### src/rtl/counter_ctl.sv
// Run-time configurable up/down counter with prescaler, one-shot/loop modes,
// a one-cycle terminal-count pulse and a sticky done flag.
module counter_ctl #(
   parameter int WIDTH        = 8,
   parameter int PRESCALE_DIV = 1
) (
   input  logic             i_clk,
   input  logic             i_rst_n,
   input  logic             i_en,
   input  logic             i_clr,
   input  logic             i_start,
   input  logic             i_load,
   input  logic [WIDTH-1:0] i_load_val,
   input  logic             i_dir,
   input  logic             i_loop,
   input  logic [WIDTH-1:0] i_max,
   output logic [WIDTH-1:0] o_cnt_val,
   output logic             o_tc,
   output logic             o_done,
   output logic             o_busy
);

   localparam int PS_W = ($clog2(PRESCALE_DIV) > 0) ? $clog2(PRESCALE_DIV) : 1;
   localparam logic [PS_W-1:0] PS_LAST = PS_W'(PRESCALE_DIV - 1);

   typedef enum logic [1:0] {
      IDLE = 2'd0,
      RUN  = 2'd1,
      DONE = 2'd2
   } state_t;

   state_t           state_r;
   logic [WIDTH-1:0] cnt_r;
   logic [PS_W-1:0]  ps_r;
   logic             tc_r;
   logic             busy_r;
   logic             done_r;

   logic             ps_last_s;
   logic             term_s;

   // Prescaler wrap point and terminal test on the pre-update count
   always_comb begin
      ps_last_s = (ps_r == PS_LAST);
      if (i_dir) begin
         term_s = (cnt_r == i_max);
      end else begin
         term_s = (cnt_r == {WIDTH{1'b0}});
      end
   end

   // Control FSM, prescaler and count register with registered status outputs
   always_ff @(posedge i_clk or negedge i_rst_n) begin
      if (!i_rst_n) begin
         state_r <= IDLE;
         cnt_r   <= {WIDTH{1'b0}};
         ps_r    <= {PS_W{1'b0}};
         tc_r    <= 1'b0;
         busy_r  <= 1'b0;
         done_r  <= 1'b0;
      end else if (i_clr) begin
         state_r <= IDLE;
         cnt_r   <= {WIDTH{1'b0}};
         ps_r    <= {PS_W{1'b0}};
         tc_r    <= 1'b0;
         busy_r  <= 1'b0;
         done_r  <= 1'b0;
      end else if (i_start) begin
         state_r <= RUN;
         cnt_r   <= i_dir ? {WIDTH{1'b0}} : i_max;
         ps_r    <= {PS_W{1'b0}};
         tc_r    <= 1'b0;
         busy_r  <= 1'b1;
         done_r  <= 1'b0;
      end else if (i_load) begin
         cnt_r <= i_load_val;
         ps_r  <= {PS_W{1'b0}};
         tc_r  <= 1'b0;
      end else if ((state_r == RUN) && i_en) begin
         if (ps_last_s) begin
            ps_r <= {PS_W{1'b0}};
            if (term_s) begin
               tc_r <= 1'b1;
               if (i_loop) begin
                  cnt_r <= i_dir ? {WIDTH{1'b0}} : i_max;
               end else begin
                  state_r <= DONE;
                  busy_r  <= 1'b0;
                  done_r  <= 1'b1;
               end
            end else begin
               tc_r  <= 1'b0;
               cnt_r <= i_dir ? (cnt_r + WIDTH'(1)) : (cnt_r - WIDTH'(1));
            end
         end else begin
            ps_r <= ps_r + PS_W'(1);
            tc_r <= 1'b0;
         end
      end else begin
         tc_r <= 1'b0;
      end
   end

   assign o_cnt_val = cnt_r;
   assign o_tc      = tc_r;
   assign o_done    = done_r;
   assign o_busy    = busy_r;

endmodule

### config.mk
export PLATFORM = sky130hd
export DESIGN_NAME = counter_ctl
export DESIGN_NICKNAME = d
export VERILOG_FILES = /design/src/rtl/counter_ctl.sv
export SDC_FILE = /design/constraint.sdc
export NUM_CORES = 1
export LEC_CHECK = 0
export CORE_MARGIN = 3
export CORE_UTILIZATION = 45
export DETAILED_ROUTE_END_ITERATION = 8
export GPL_TIMING_DRIVEN = 0
export PLACE_DENSITY = 0.8
export REMOVE_ABC_BUFFERS = 1
export SYNTH_ARGS = -nofsm -noshare
export SYNTH_HDL_FRONTEND = slang
export SYNTH_SLANG_ARGS = --single-unit
### constraint.sdc
create_clock -name i_clk -period 3.22 [get_ports i_clk]
set_clock_uncertainty 0.15 [all_clocks]
set_input_delay 0.322 -clock i_clk [delete_from_list [all_inputs] [get_ports i_clk]]
set_output_delay 0.322 -clock i_clk [all_outputs]
set_load 0.01 [all_outputs]
==> results.json, run 1 <==
{
  "layout.nets": 199,
  "synth_xor_area_frac": 0.0908,
  "drc_errors": 0,
  "hpwl_um": 2340,
  "fin_crit_sh": 0.880,
  "syn2layout_area_growth_pct": 36.3,
  "antenna_found_initial": 0,
  "synth_adder_area_share": 0.0896,
  "hold_path_class": "input port to asynchronous set/reset pin",
  "drv_slew": 0,
  "ctsResizeCount": 0,
  "ctsHoldBuffers": 0,
  "p_clk_frac": 0.205,
  "async_flop_share": 1.00,
  "synth.distinct_cells": 40,
  "finalWirelength_um": 3020,
  "worstSetupEndpointType": "flip-flop",
  "vdd.ir_drop.worst_v": 0.000209,
  "antenna_cells": 0,
  "avgRoutedWirePerCell_um": 15.6,
  "synthesis.area_mm2": 0.00106,
  "syn_avg_cell_area_um2": 8.10,
  "setup_viol_count_final": 0,
  "synth_edf_count": 0,
  "seqPwrFrac": 0.346,
  "netlist.area_leader.share": 0.259,
  "grt_first_pass_wirelength_um": 4960,
  "cts_max_level": 1,
  "rsz0062_at_grt": "false",
  "synth_area_leaders": "dfrtp_1 26%, xnor2_1 7.4%, ha_1 7.1%, a21oi_1 5.2%, nand2_1 5.0%",
  "status": "complete, no violations",
  "cts_buffers": 3,
  "synth_top_family_by_area": "compound AO/OA/AOI/OAI gates",
  "ant_nets": 0,
  "power_density_mw_per_mm2": 343,
  "die_w_um": 54.6,
  "num_io_pins": 35,
  "intPower_mw": 0.311,
  "critPathBufInv": 2,
  "cp_top_family": "compound AO/OA/AOI/OAI gates",
  "worst_pin_slew_ps": 641,
  "yosys-mux-area-fraction": 0,
  "p_switching_mw": 0.186,
  "drt-initial-drc-count": 32,
  "path_clk_slew_ps": 80,
  "pwr-share-comb": 0.450,
  "drv_cap": 0,
  "synth_ff_type": "dfrtp_1",
  "synth_compound_area_frac": 0.317,
  "multi_input_area_um2": 733,
  "hold_viol": 0,
  "clock_path_buffers": 2,
  "fin_crit_ps": 2830,
  "path_class": "input port to flip-flop",
  "regArea_um2": 275,
  "gp_congestion": 0.855,
  "die_h_um": 54.6,
  "vias": 1151,
  "crit_path_start_kind": "input port",
  "io_buffers": 34,
  "total_power_mw": 0.497,
  "cpMaxStageDelayCell": "clkdlybuf4s50_1",
  "p_sw_frac": 0.374,
  "synth_area_leader_cell": "dfrtp_1",
  "critPathMaxFanout": 7,
  "slew_headroom": 0.570,
  "ys_ff_latch": 11,
  "p_leak_nw": 0.580,
  "final_cell_mix": "34 x clkdlybuf4s50_1, 14 x nand2_1, 14 x nor2_1",
  "final_common_cell": "clkdlybuf4s50_1",
  "cts_sinks": 11,
  "cpPeakStageDelay_ps": 670,
  "post-cts-setup-buffer-count": 0,
  "drive_above_1_share": 0.0419,
  "cp.arrival_ps": 2900,
  "start_util": 0.505,
  "grt-ovfl-total": 0,
  "grtUsageTotal": 0.233,
  "cts_tree": "done",
  "timing.fmax_mhz": 353,
  "cp.required_ps": 3290,
  "dieArea_mm2": 0.00298,
  "grt_pass1_vias": 1171,
  "grt_max_degree": 17,
  "clock_latency_ps": 270,
  "yosysSeqAreaShare": 0.259,
  "synth_simple_gate_area_share": 0.193,
  "final_util": 0.688,
  "firstDrtPassIters": 4,
  "core_area_mm2": 0.00210,
  "ys.warnings.count": 0,
  "crit_chain": "clkdlybuf4s50_1 -> inv_1 -> ha_1 -> a211oi_1 -> o21bai_1 -> a21oi_1 -> xor2_1 -> o311ai_0 -> o21a_1",
  "final.setup.tns_ps": 0,
  "postSynthCellCount": 131,
  "vias_per_cell": 5.93,
  "nFillCells": 194,
  "clockRootBuffer": "clkbuf_4",
  "num_rows": 16
}
==> worst paths after layout <==
kind / start / slack [ps] / depth (start not counted) / end
worst max-delay path: i_dir / 390 / 9 / o_cnt_val[5]$_DFFE_PN0P_
worst max register to register: o_cnt_val[0]$_DFFE_PN0P_ / 730 / 8 / o_cnt_val[6]$_DFFE_PN0P_
worst min register to register: state_r[1]$_DFFE_PN0P_ / 380 / 1 / state_r[1]$_DFFE_PN0P_
max in group asynchronous: i_rst_n / 2290 / 1 / state_r[0]$_DFFE_PN0P_
min in group i_clk: state_r[1]$_DFFE_PN0P_ / 380 / 1 / state_r[1]$_DFFE_PN0P_
worst min-delay path: i_rst_n / 260 / 1 / o_cnt_val[3]$_DFFE_PN0P_
==> power by group through the flow <==
stage | clock, mW | combinational, mW | sequential (mW)
final | 0.102 | 0.223 | 0.172
after global routing | 0.114 | 0.247 | 0.174
after CTS | 0.104 | 0.223 | 0.171
after detailed placement | 0 | 0.220 | 0.174
after global placement | 0 | 0.215 | 0.173
after floorplan | 0 | 0.125 | 0.175
==> kinds of logic (layout without fill, tap and decap cells) <==
group	count (synthesis)	in the layout
AO/OA/AOI/OAI	45	45
buffers and inverters	12	48
AND/OR/NAND/NOR	45	45
adder cells (fa/ha/maj)	7	7
flip-flops	11	11
XOR/XNOR	11	11
==> layout make-up <==
cell class,count,share of cell area
clock buffer,4,0.0182
inverter,10,0.0260
multi-input combinational,108,0.507
sequential,11,0.190
tap,27,0.0234
timing repair buffer,34,0.235
==> cell usage after synthesis (3+ instances only) <==
master,n
a21oi_1,11
nand2_1,14
o21ai_0,5
ha_1,6
xnor2_1,9
nor2_1,14
nand3_1,3
a211oi_1,3
nor3_1,4
dfrtp_1,11
a32oi_1,3
inv_1,10
==> sequential cells by signal, summed over array words and instances, names as in the netlist <==
| signal | count |
|---|---|
| state_r | 2 |
| o_tc | 1 |
| o_cnt_val | 8 |
==> worst reg2reg max path, delay by kind of cell, from the launching register on <==
kind | cells | cell delay (ps)
AND/OR/NAND/NOR | 2 | 380
adder cells (fa/ha/maj) | 1 | 430
flip-flops | 1 | 470
AO/OA/AOI/OAI | 4 | 880
buffers and inverters | 1 | 120
==> metal layers <==
| layer | track usage | vias up | routed length [um] |
|---|---|---|---|
| li1 | - | 557 | - |
| met1 | 0.286 | 533 | 1310 |
| met2 | 0.394 | 49 | 1410 |
| met3 | 0.0354 | 12 | 204 |
| met4 | 0.112 | 0 | 90 |
| met5 | 0 | - | 0 |
==> through the flow <==
step / hold WS, ps / std cells / cell area (um^2) / setup WS [ps]
finish: 255 / 194 / 1450 / 385
floorplan: -124 / 129 / 1050 / 881
global placement: 357 / 190 / 1420 / 214
detailed placement: 365 / 190 / 1420 / 161
CTS: 271 / 194 / 1450 / 415
global route: 283 / 194 / 1450 / 194
No activity file was read; power rests on OpenSTA's default activity.
==> run 2: changes to the inputs <==
--- a/config.mk
+++ b/config.mk
@@ -6,10 +6,11 @@
 export NUM_CORES = 1
 export LEC_CHECK = 0
 export CORE_MARGIN = 3
-export CORE_UTILIZATION = 45
+export CORE_UTILIZATION = 47
+export CTS_BUF_LIST = sky130_fd_sc_hd__clkbuf_8
 export DETAILED_ROUTE_END_ITERATION = 8
 export GPL_TIMING_DRIVEN = 0
-export PLACE_DENSITY = 0.8
+export PLACE_DENSITY = 0.83
 export REMOVE_ABC_BUFFERS = 1
 export SYNTH_ARGS = -nofsm -noshare
 export SYNTH_HDL_FRONTEND = slang
==> run 2 against run 1 <==
Design area increased by 1.3%. Clock power grew 44%. Fmax is 0.66% higher. Core utilization is 2.9 points higher. Cell count did not move. Register-to-register slack lost 20 ps. Critical path type unchanged. Global-route usage increased by 1.5 points. Hold slack better by 34 ps. Critical endpoint unchanged. Non-clock buffer count is the same. Sequential power barely moved.
==> results.json, run 2 (synthesis gave the netlist of run 1 again) <==
{
  "status": "complete, no violations",
  "timing.fmax_mhz": 355,
  "grt_first_pass_wirelength_um": 5070,
  "core_area_mm2": 0.00204,
  "vdd.ir_drop.worst_v": 0.000406,
  "whs_ps": 289,
  "ctsResizeCount": 0,
  "p_sw_frac": 0.360,
  "worstRegToRegCells": 8,
  "critPathMaxFanout": 7,
  "post-cts-setup-buffer-count": 0,
  "nFillCells": 178,
  "grt-ovfl-total": 0,
  "layout.nets": 199,
  "setup_viol_count_final": 0,
  "final_common_cell": "clkdlybuf4s50_1",
  "ctsHoldBuffers": 0,
  "dieArea_mm2": 0.00286,
  "cp.arrival_ps": 2850,
  "clock_path_buffers": 2,
  "avgRoutedWirePerCell_um": 16.2,
  "power_density_mw_per_mm2": 370,
  "antenna_found_initial": 0,
  "io_buffers": 34,
  "gp_congestion": 0.883,
  "firstDrtPassIters": 4,
  "num_io_pins": 35,
  "hold_viol": 0,
  "path_class": "input port to flip-flop",
  "drv_slew": 0,
  "fin_crit_sh": 0.875,
  "vias_per_cell": 6.03,
  "rsz0062_at_grt": "false",
  "final.setup.tns_ps": 0,
  "pwr-share-comb": 0.412,
  "crit_path_start_kind": "input port",
  "die_w_um": 53.5,
  "cts_sinks": 11,
  "grtUsageTotal": 0.248,
  "syn2layout_area_growth_pct": 38.1,
  "drc_errors": 0,
  "cts_max_level": 1,
  "path_clk_slew_ps": 60,
  "cts_tree": "done",
  "reg2reg_slack_ps": 710,
  "antenna_cells": 0,
  "clock_latency_ps": 250,
  "p_leak_nw": 0.592,
  "p_clk_frac": 0.271,
  "worst_pin_slew_ps": 695,
  "num_rows": 16,
  "clockRootBuffer": "clkbuf_8",
  "start_util": 0.520,
  "fin_crit_ps": 2820,
  "slew_headroom": 0.533,
  "vias": 1170,
  "cts_buffers": 3,
  "die_h_um": 53.5,
  "finalWirelength_um": 3150,
  "grt_pass1_vias": 1104,
  "p_switching_mw": 0.195,
  "drt-initial-drc-count": 34,
  "ant_nets": 0,
  "hpwl_um": 2360,
  "drv_cap": 0,
  "final_cell_mix": "34 x clkdlybuf4s50_1, 14 x nand2_1, 14 x nor2_1",
  "largest_reg_flops": 8,
  "drive_above_1_share": 0.0419,
  "worstSetupEndpointType": "flip-flop",
  "intPower_mw": 0.347,
  "hold_path_class": "input port to asynchronous set/reset pin",
  "grt_max_degree": 17,
  "cp.required_ps": 3260,
  "seqPwrFrac": 0.317
}
run 2: cell count changes in the layout (fill, tap and decap cells not counted):
cell	change
clkbuf_4	-3
clkbuf_8	+3
clkbuf_1	-1
inv_1	+1
run 2: final timing paths:
| path | from | endpoint |
|---|---|---|
| worst max-delay path | i_dir | o_cnt_val[5]$_DFFE_PN0P_ |
| worst min-delay path | i_rst_n | o_cnt_val[2]$_DFFE_PN0P_ |
| worst max register to register | o_cnt_val[0]$_DFFE_PN0P_ | o_cnt_val[6]$_DFFE_PN0P_ |
| worst min register to register | state_r[1]$_DFFE_PN0P_ | state_r[1]$_DFFE_PN0P_ |
| max in group asynchronous | i_rst_n | o_cnt_val[7]$_DFFE_PN0P_ |
| min in group i_clk | state_r[1]$_DFFE_PN0P_ | state_r[1]$_DFFE_PN0P_ |
run 2: final cells by class:
| type | count | area (um^2) | area share |
|---|---|---|---|
| Tap cell | 27 | 33.8 | 0.0231 |
| Clock inverter | 1 | 3.75 | 0.00256 |
| Multi-Input combinational cell | 108 | 733 | 0.500 |
| Timing Repair Buffer | 34 | 340 | 0.232 |
| Sequential cell | 11 | 275 | 0.188 |
| Inverter | 10 | 37.5 | 0.0256 |
| Clock buffer | 3 | 41.3 | 0.0282 |
run 2: metal layers:
layer / vias up / global-route usage / wire, um
li1: 561 / - / -
met1: 549 / 0.320 / 1320
met2: 52 / 0.414 / 1560
met3: 8 / 0.0366 / 207
met4: 0 / 0.0894 / 57
met5: - / 0 / 0
run 2: power by group through the flow:
stage	combinational, mW	sequential [mW]	clock, mW
finish	0.223	0.172	0.147
global route	0.245	0.174	0.154
CTS	0.222	0.171	0.147
detailed placement	0.221	0.174	0
global placement	0.215	0.173	0
floorplan	0.125	0.175	0
run 2: through the flow:
stage	utilization	power (mW)	worst slack (ps)	cell area, um^2	std cells
2_1_floorplan	-	0.301	881	1050	129
3_3_place_gp	0.695	0.388	230	1420	190
3_5_place_dp	0.695	0.395	223	1420	190
4_1_cts	0.718	0.540	461	1470	194
5_1_grt	0.718	0.573	265	1470	194
6_report	0.718	0.542	404	1470	194
run 2: critical path, stage by stage:
cell             delay [ps]
clkdlybuf4s50_1         650
inv_1                   240
ha_1                    360
a211oi_1                320
o21bai_1                130
a21oi_1                 270
xor2_1                  110
o311ai_0                290
o21a_1                  170
